<file path="src/rtl/user_in_fifo_if.sv">
// ---------------------------------------------------------------------------
// user_in_fifo_if
//
// Stream bundle between leaf_interface, user_in_fifo and the HLS user kernel.
// The signal names match the buffer's own port list.
//
//   din      interface -> buffer   upstream data
//   vld_in   interface -> buffer   din valid
//   ack_out  buffer -> interface   upstream acceptance
//   dout     buffer -> kernel      downstream data (registered)
//   vld_out  buffer -> kernel      dout valid (registered)
//   ack_in   kernel -> buffer      kernel consumes dout
//
// Handshake: a beat moves on a rising clock edge where valid and ack are both
// high. The sender holds data/valid stable until it sees ack. Ack never
// depends combinationally on the other side's valid or ack.
//
// Modports:
//   master - the environment around the buffer (interface + kernel side)
//   slave  - the buffer itself
// ---------------------------------------------------------------------------
interface user_in_fifo_if #(
    parameter int PAYLOAD_BITS = 32
);
    logic [PAYLOAD_BITS-1:0] din;
    logic                    vld_in;
    logic                    ack_out;
    logic [PAYLOAD_BITS-1:0] dout;
    logic                    vld_out;
    logic                    ack_in;

    modport master (
        output din,
        output vld_in,
        output ack_in,
        input  ack_out,
        input  dout,
        input  vld_out
    );

    modport slave (
        input  din,
        input  vld_in,
        input  ack_in,
        output ack_out,
        output dout,
        output vld_out
    );
endinterface

</file>
<file path="src/rtl/user_in_fifo.sv">
// ---------------------------------------------------------------------------
// user_in_fifo
//
// Elastic input buffer between a leaf_interface user port and the HLS user
// kernel, in the clk_user domain. It presents first-word-fall-through data
// from a registered output stage and decouples kernel stalls from the
// interface.
//
// Ports:
//   clk_user  in   user clock (rising edge only)
//   reset     in   asynchronous, active-high reset
//   bus       slave modport of user_in_fifo_if (din/vld_in/ack_out upstream,
//             dout/vld_out/ack_in downstream)
//   count     out  words held, output register included (0..DEPTH)
//   full      out  count == DEPTH
//   empty     out  count == 0
//   xfer_cnt  out  words delivered to the kernel since reset (wraps)
//
// Storage is a circular RAM plus the output register. The output register
// counts as one of the DEPTH entries, so total capacity is exactly DEPTH.
// The RAM can therefore never hold more than DEPTH-1 words, and wr_ptr never
// catches rd_ptr while the RAM still holds data.
// ---------------------------------------------------------------------------
module user_in_fifo #(
    parameter int PAYLOAD_BITS = 32,
    parameter int DEPTH_BITS   = 4,
    parameter int CNT_BITS     = 32
) (
    input  logic                  clk_user,
    input  logic                  reset,
    user_in_fifo_if.slave         bus,
    output logic [DEPTH_BITS:0]   count,
    output logic                  full,
    output logic                  empty,
    output logic [CNT_BITS-1:0]   xfer_cnt
);
    localparam int                  DEPTH     = 1 << DEPTH_BITS;
    localparam logic [DEPTH_BITS:0] DEPTH_CNT = (DEPTH_BITS + 1)'(DEPTH);

    // Storage
    logic [PAYLOAD_BITS-1:0] mem [DEPTH];

    // State registers
    logic [DEPTH_BITS-1:0]   wr_ptr_q,  wr_ptr_d;
    logic [DEPTH_BITS-1:0]   rd_ptr_q,  rd_ptr_d;
    logic [DEPTH_BITS:0]     count_q,   count_d;
    logic                    out_vld_q, out_vld_d;
    logic [PAYLOAD_BITS-1:0] dout_q,    dout_d;
    logic                    ack_q,     ack_d;
    logic [CNT_BITS-1:0]     xfer_q,    xfer_d;

    // Per-cycle decode
    logic                    wr;
    logic                    rd;
    logic                    load;
    logic                    ram_empty;
    logic                    bypass;
    logic                    ram_we;
    logic [DEPTH_BITS:0]     ram_cnt;

    always_comb begin
        // The RAM holds everything except the word sitting in the output stage.
        ram_cnt   = count_q - {{DEPTH_BITS{1'b0}}, out_vld_q};
        ram_empty = (ram_cnt == '0);

        // ack_q is low while full and throughout reset, so no write can land
        // during reset and vld_in is simply held off when full.
        wr   = bus.vld_in & ack_q;
        rd   = out_vld_q & bus.ack_in;
        // The output stage refills when it is empty or being drained now.
        load = ~out_vld_q | rd;

        wr_ptr_d  = wr_ptr_q;
        rd_ptr_d  = rd_ptr_q;
        out_vld_d = out_vld_q;
        dout_d    = dout_q;
        bypass    = 1'b0;

        if (load) begin
            if (!ram_empty) begin
                // Oldest word is at the RAM head; it must go out before din.
                dout_d    = mem[rd_ptr_q];
                rd_ptr_d  = rd_ptr_q + 1'b1;
                out_vld_d = 1'b1;
            end else if (wr) begin
                // Nothing queued: din goes straight to the output stage,
                // giving one-edge latency into an empty buffer.
                dout_d    = bus.din;
                out_vld_d = 1'b1;
                bypass    = 1'b1;
            end else begin
                out_vld_d = 1'b0;
            end
        end

        ram_we = wr & ~bypass;
        if (ram_we) begin
            wr_ptr_d = wr_ptr_q + 1'b1;
        end

        count_d = count_q + {{DEPTH_BITS{1'b0}}, wr} - {{DEPTH_BITS{1'b0}}, rd};

        // Acceptance is registered from the next occupancy, so it never sees
        // ack_in combinationally and rises one edge after reset release.
        ack_d  = (count_d != DEPTH_CNT);

        xfer_d = xfer_q + {{(CNT_BITS-1){1'b0}}, rd};
    end

    always_ff @(posedge clk_user or posedge reset) begin
        if (reset) begin
            wr_ptr_q  <= '0;
            rd_ptr_q  <= '0;
            count_q   <= '0;
            out_vld_q <= 1'b0;
            dout_q    <= '0;
            ack_q     <= 1'b0;
            xfer_q    <= '0;
        end else begin
            wr_ptr_q  <= wr_ptr_d;
            rd_ptr_q  <= rd_ptr_d;
            count_q   <= count_d;
            out_vld_q <= out_vld_d;
            dout_q    <= dout_d;
            ack_q     <= ack_d;
            xfer_q    <= xfer_d;
        end
    end

    // RAM contents need no reset: occupancy and pointers define validity.
    always_ff @(posedge clk_user) begin
        if (ram_we) begin
            mem[wr_ptr_q] <= bus.din;
        end
    end

    assign bus.ack_out = ack_q;
    assign bus.vld_out = out_vld_q;
    assign bus.dout    = dout_q;

    assign count    = count_q;
    assign full     = (count_q == DEPTH_CNT);
    assign empty    = (count_q == '0);
    assign xfer_cnt = xfer_q;

endmodule

</file>
<file path="src/flat_wrapper.sv">
// flat-port wrapper written by rule: the top's interface ports become plain ports
module user_in_fifo_flat 
#(
    parameter int PAYLOAD_BITS = 32,
    parameter int DEPTH_BITS   = 4,
    parameter int CNT_BITS     = 32
)
  (clk_user, reset, count, full, empty, xfer_cnt, bus_din, bus_vld_in, bus_ack_in, bus_ack_out, bus_dout, bus_vld_out);
  user_in_fifo_if #(.PAYLOAD_BITS(PAYLOAD_BITS)) bus_i ();
  input  logic clk_user;
  input  logic reset;
  output logic [DEPTH_BITS:0] count;
  output logic full;
  output logic empty;
  output logic [CNT_BITS-1:0] xfer_cnt;
  input wire logic [$bits(bus_i.din)-1:0] bus_din;
  input wire logic [$bits(bus_i.vld_in)-1:0] bus_vld_in;
  input wire logic [$bits(bus_i.ack_in)-1:0] bus_ack_in;
  output wire logic [$bits(bus_i.ack_out)-1:0] bus_ack_out;
  output wire logic [$bits(bus_i.dout)-1:0] bus_dout;
  output wire logic [$bits(bus_i.vld_out)-1:0] bus_vld_out;
  assign bus_i.din = bus_din;
  assign bus_i.vld_in = bus_vld_in;
  assign bus_i.ack_in = bus_ack_in;
  assign bus_ack_out = bus_i.ack_out;
  assign bus_dout = bus_i.dout;
  assign bus_vld_out = bus_i.vld_out;
  user_in_fifo #(.PAYLOAD_BITS(PAYLOAD_BITS), .DEPTH_BITS(DEPTH_BITS), .CNT_BITS(CNT_BITS)) u_core (.clk_user(clk_user), .reset(reset), .bus(bus_i), .count(count), .full(full), .empty(empty), .xfer_cnt(xfer_cnt));
endmodule
</file>
<file path="config.mk">
export PLATFORM = sky130hd
export DESIGN_NAME = user_in_fifo_flat
export DESIGN_NICKNAME = d
export VERILOG_FILES = /design/src/rtl/user_in_fifo_if.sv /design/src/rtl/user_in_fifo.sv /design/src/flat_wrapper.sv
export SDC_FILE = /design/constraint.sdc
export NUM_CORES = 1
export LEC_CHECK = 0
export BUFFER_PORTS_ARGS = -buffer_cell sky130_fd_sc_hd__buf_2
export CAP_MARGIN = 20
export CORE_ASPECT_RATIO = 0.6
export CORE_MARGIN = 1
export CORE_UTILIZATION = 61
export DETAILED_ROUTE_END_ITERATION = 7
export GPL_TIMING_DRIVEN = 0
export PLACE_DENSITY = 0.82
export SLEW_MARGIN = 40
export SYNTH_ARGS = -nofsm -noshare
export SYNTH_HDL_FRONTEND = slang
export SYNTH_SLANG_ARGS = --single-unit
</file>
<file path="constraint.sdc">
create_clock -name clk_user -period 5.4 [get_ports clk_user]
set_input_delay 0.27 -clock clk_user [delete_from_list [all_inputs] [get_ports clk_user]]
set_output_delay 0.27 -clock clk_user [all_outputs]
set_load 0.005 [all_outputs]
</file>
# --- After elaboration in Yosys (flattened, before gate mapping) ---
# Memory sizes are Yosys's and may differ from the RTL's.
# Cells that the tools add are included.
totals:
  ff_bits: 79
  mem_bits_rw: 512
  in_bits: 36
  word_cells: 36
  memories: 1
memory_table:
  columns: ["name", "words", "word_bits", "rd", "rd_ports_with_merged_regs", "wr", "line", "source"]
  rows:
  - ["u_core.mem", 16, 32, 1, 0, 1, "user_in_fifo.sv:41", "logic [PAYLOAD_BITS-1:0] mem [DEPTH];"]
op_classes:
  n_addsub: 6
  n_eq_ne: 3
  n_mux: 8
  bitwise: 7
  n_reduce_logical: 4
ops:
  columns: ["operator", "count"]
  rows:
  - ["2-to-1 mux 32 bit", 2]
  - ["adder 32 x 1 -> 32 bit", 1]
  - ["zero test 5 bit", 2]
  - ["subtractor 5 x 1 -> 5 bit", 2]
  - ["adder 4 x 1 -> 4 bit, second input constant", 2]
  - ["2-to-1 mux 1 bit", 6]
  - ["adder 5 x 1 -> 5 bit", 1]
  - ["== test 5 bit, second input constant", 1]
  - ["inequality test 5 bit, second input constant", 1]
  - ["AND reduction 2 bit", 2]
  - ["bitwise AND 1 bit", 3]
  - ["NOT 1 bit", 3]
  - ["inequality test 2 x 1 -> 1 bit, second input constant", 1]
  - ["bitwise OR 1 bit", 1]

# --- Longest topological paths before layout ---
logic_depth:
  depth_word: 8
  ltp_mapped: 9
  depth_no_buf: 9

# --- Worst setup path after synthesis ---
# OpenSTA, ideal clock, no wires.
synth_path:
  kind: "reg-to-reg"
  start: "register u_core.count_q[1], in the netlist u_core.count[1]"
  end: "memory u_core.mem[3][0] (enable)"
  setup_time_ns: 0.461
  arrival_time_ns: 3.870
  required_ns: 4.939
  path_slack_ns: 1.069
  stages_incl_launch_ff: 8
  cell_sequence: "dfrtp_1 inv_1 ha_1 nor2b_1 o31ai_1 a31oi_1 nand2_1 nor3_1"
synth_between:
  elab_chain_cells: 8
synth_lines:
  columns: ["element", "line", "source"]
  rows:
  - ["start, declared", "user_in_fifo.sv:46", "logic [DEPTH_BITS:0] count_q, count_d;"]
  - ["start signal, assigned", "user_in_fifo.sv:122", "count_q <= count_d;"]
  - ["subtractor 5 x 1 -> 5 bit", "user_in_fifo.sv:63", "ram_cnt = count_q - {{DEPTH_BITS{1'b0}}, out_vld_q};"]
  - ["zero test 5 bit", "user_in_fifo.sv:64", "ram_empty = (ram_cnt == '0);"]
  - ["2-to-1 mux 1 bit", "user_in_fifo.sv:80", "if (!ram_empty) begin"]
  - ["2-to-1 mux 1 bit", "user_in_fifo.sv:79", "if (load) begin"]
  - ["NOT 1 bit", "user_in_fifo.sv:96", "ram_we = wr & ~bypass;"]
  - ["bitwise AND 1 bit", "user_in_fifo.sv:96", null]
  - ["2-to-1 mux 1 bit", "user_in_fifo.sv:132", "if (ram_we) begin"]
  - ["2-to-1 mux 1 bit (not written as such)", "user_in_fifo.sv:133", "mem[wr_ptr_q] <= bus.din;"]
  - ["end, declared", "user_in_fifo.sv:41", null]
# Every way passes these cells.

# --- Worst setup path in the final report ---
layout_path:
  start: "register u_core.count_q[3], in the netlist u_core.count[3]"
  end: "memory u_core.mem[0][26] (enable)"
# The elaborated chain is that of the path after synthesis.

==> flow_summary_export.csv <==
group,metric,value,unit
cts,cts_hold_buf,2,
pwr,combPwrFrac,31.4,%
cts,clk_path_buf_depth,3,
cells_and_area,final_area,26800,sq um
cts,cts_sinks,591,
synth,synth_nets,1257,
run,maxCapViolCount,0,
sta,slew_headroom,36.2,%
worst_setup_path,path_class,"flop to flop",
worst_setup_path,cp_max_fo,8,
pwr,p_switching,4.54,mW
placement,routabilityCongestion,0.867,
worst_setup_path,crit_start,"u_core.count[3]",
worst_setup_path,required,5670,ps
placement,post-dp-hpwl,38000,um
global_route,grt.met1_usage,46.8,%
route,dr.first_iter.drc_count,2027,
cts,clk_latency,580,ps
cells_and_area,multiInputGateArea,5450,sq um
sta,timing.final.ws_setup,1390,ps
route,via_per_inst,6.73,
global_route,grt_antenna_before_repair,1,
synth,yosysTopAreaCellShare,66.9,%
sta,finalClockSkew,18.1,ps
sta,setup_viol,0,
cells_and_area,drive_gt1_share,28.7,%
sta,max_freq,249,MHz
synth,avgSynthCellArea,19.1,sq um
placement,portBuffers,108,
synth,ys_ff_latch,591,
global_route,grt_pass1_vias,13400,
die,die_w,253,um
global_route,grt_max_degree,48,
global_route,top_usage_layer,"met2",
cells_and_area,regArea,17400,sq um
pwr,p_int,9.62,mW
status,status,"completed",
cts,cts_buffers,50,
synth,yosysTopAreaCell,"edfxtp_1",
worst_setup_path,worstPathArrival,4280,ps
cts,post-cts-setup-buffer-count,0,
die,die-area,38500,sq um
placement,placed_area,25000,sq um
synth,synth_edf_count,512,
route,wl_per_cell,30.2,um
sta,tightestPinTransition,957,ps
global_route,grt_use_met2,48.1,%
global_route,track_usage,31.8,%
synth,synthTopCellsByArea,"edfxtp_1 (67%), mux4_2 (12%), dfrtp_1 (8.6%)",
worst_setup_path,worst_setup_path_end_kind,"flop",
cts,cts_tree,"yes",
pwr,swShare,32.0,%
sta,finalCritPeriodShare,74.2,%
global_route,grt_overflow,0,
cells_and_area,num-nets-final,1474,
synth,synth_seq_area_share,75.5,%
worst_hold_path,hold_path.class,"input pin to flop",
cts,htreeDepth,2,
synth,async_flop_share,13.4,%
route,ant_nets,0,
die,core,36800,sq um
global_route,met3_usage,8.37,%
die,die_height,152,um
sta,hold_viol,0,
sta,finalCriticalPeriod,4010,ps
pwr,ir_drop,0.000289,V
synth,synthFlopType,"edfxtp_1",
die,start_util,62.6,%
cts,clk_pin_slew_worst_paths,70,ps
sta,finalMaxSlewViolations,0,
global_route,grt_pass1_wl,88000,um
pwr,powerDensity,529,nW/um^2
pwr,leakagePower,9.38,nW
cells_and_area,fillers,2107,
worst_setup_path,crit_path_start_kind,"flop",
synth,yosysUniqueCellTypes,45,
route,drc,0,
synth,synth_most_common_cell,"edfxtp_1",
cts,cts_root_buf,"clkbuf_16",
synth,ys_top_cells_by_count,"edfxtp_1 (512), mux4_2 (120), dfrtp_1 (79)",
synth,yosys_warnings,0,
pwr,seqPwrFrac,41.5,%
cells_and_area,post-route-util,72.9,%
route,wirelength,59500,um
die,fp-row-count,54,
pwr,clockPowerShare,27.1,%
route,first_pass_iters,7,
cts,ctsResizeCount,0,
route,vias,13300,
worst_setup_path,rr_startpoint,"u_core.count[3]",
die,num_io_pins,109,
cells_and_area,area_growth,16.6,%
sta,rsz0062_at_grt,"false",
synth,synthCells,1205,
worst_hold_path,holdCritStartpoint,"bus_ack_in",
synth,synth_area,23000,sq um
placement,pre_cts_ws,1490,ps
-- placed cells by master, fill, tap and decap left out, drive strengths merged, types with 22 or more instances in the layout --
master / count
edfxtp: 512
buf: 194
mux4: 120
clkbuf: 101
dfrtp: 79
nand2: 76
a21oi: 59
a22oi: 55
nor2: 50
xnor2: 26
nand3: 22
-- sequential cells by signal, indices dropped and copies added (netlist names) --
signal	cells
u_core.wr_ptr_q	4
u_core.bus.dout	32
u_core.mem	512
u_core.rd_ptr_q	4
u_core.bus.vld_out	1
u_core.bus.ack_out	1
u_core.count	5
u_core.xfer_cnt	32
-- stage by stage --
step / total power [mW] / hold slack [ps] / std cells / setup TNS, ps
after floorplan: 8.59 / 369 / 1205 / 0
after global placement: 9.87 / 457 / 1817 / -335440
after global routing: 14.6 / 76.3 / 1968 / 0
after detailed placement: 10.2 / 296 / 1872 / 0
after CTS: 14.1 / 46.2 / 1967 / 0
final: 14.2 / 51.2 / 1968 / 0
-- worst max-delay path, cell delays in order (launching register included) --
cell     delay (ps)
dfrtp_1         450
inv_1           110
ha_1            230
nor2b_1         150
o31ai_1         160
a31oi_2         630
nand2_1         380
nor3_2          620
buf_2           350
buf_4           210
buf_4           160
buf_2           220
-- path summary, 6_finish.rpt --
kind                                       end  slack [ps]  depth (start not counted)
max                          u_core.mem[0][26]        1390                         11
min                         u_core.bus.vld_out          50                          3
max reg2reg                  u_core.mem[0][26]        1390                         11
min reg2reg                u_core.xfer_cnt[31]         480                          1
max in group asynchronous  u_core.bus.dout[21]        4540                          4
min in group asynchronous   u_core.xfer_cnt[6]         250                          3
-- layer usage --
layer	vias up	wire (um)
met5	-	0
met4	0	1560
li1	5263	-
met1	6785	22300
met3	135	7940
met2	1069	27700
-- cell type report --
cell class                      count  area share (%)
Sequential cell                   591            64.7
Buffer                             61            1.00
Inverter                           13           0.201
Tap cell                          504            2.35
Clock buffer                       71            5.35
Antenna cell                        1         0.00934
Multi-Input combinational cell    540            20.3
Clock inverter                     22            1.08
Timing Repair Buffer              165            4.92
-- logic make-up after synthesis --
kind of cell | synth area share, %
xor+xnor | 1.52
simple gates | 4.01
buf+inv | 1.37
flops | 75.5
fa+ha+maj | 0.903
mux | 12.5
compound gates | 4.22
-- power groups by stage --
stage                     Clock, mW  Sequential, mW  Combinational [mW]
after floorplan                   0            5.91                2.68
after global routing           3.99            5.92                4.70
after CTS                      3.83            5.87                4.41
after global placement            0            5.97                3.90
after detailed placement          0            5.95                4.30
final                          3.83            5.88                4.45
Note: power is estimated with default switching activity, not from simulation.
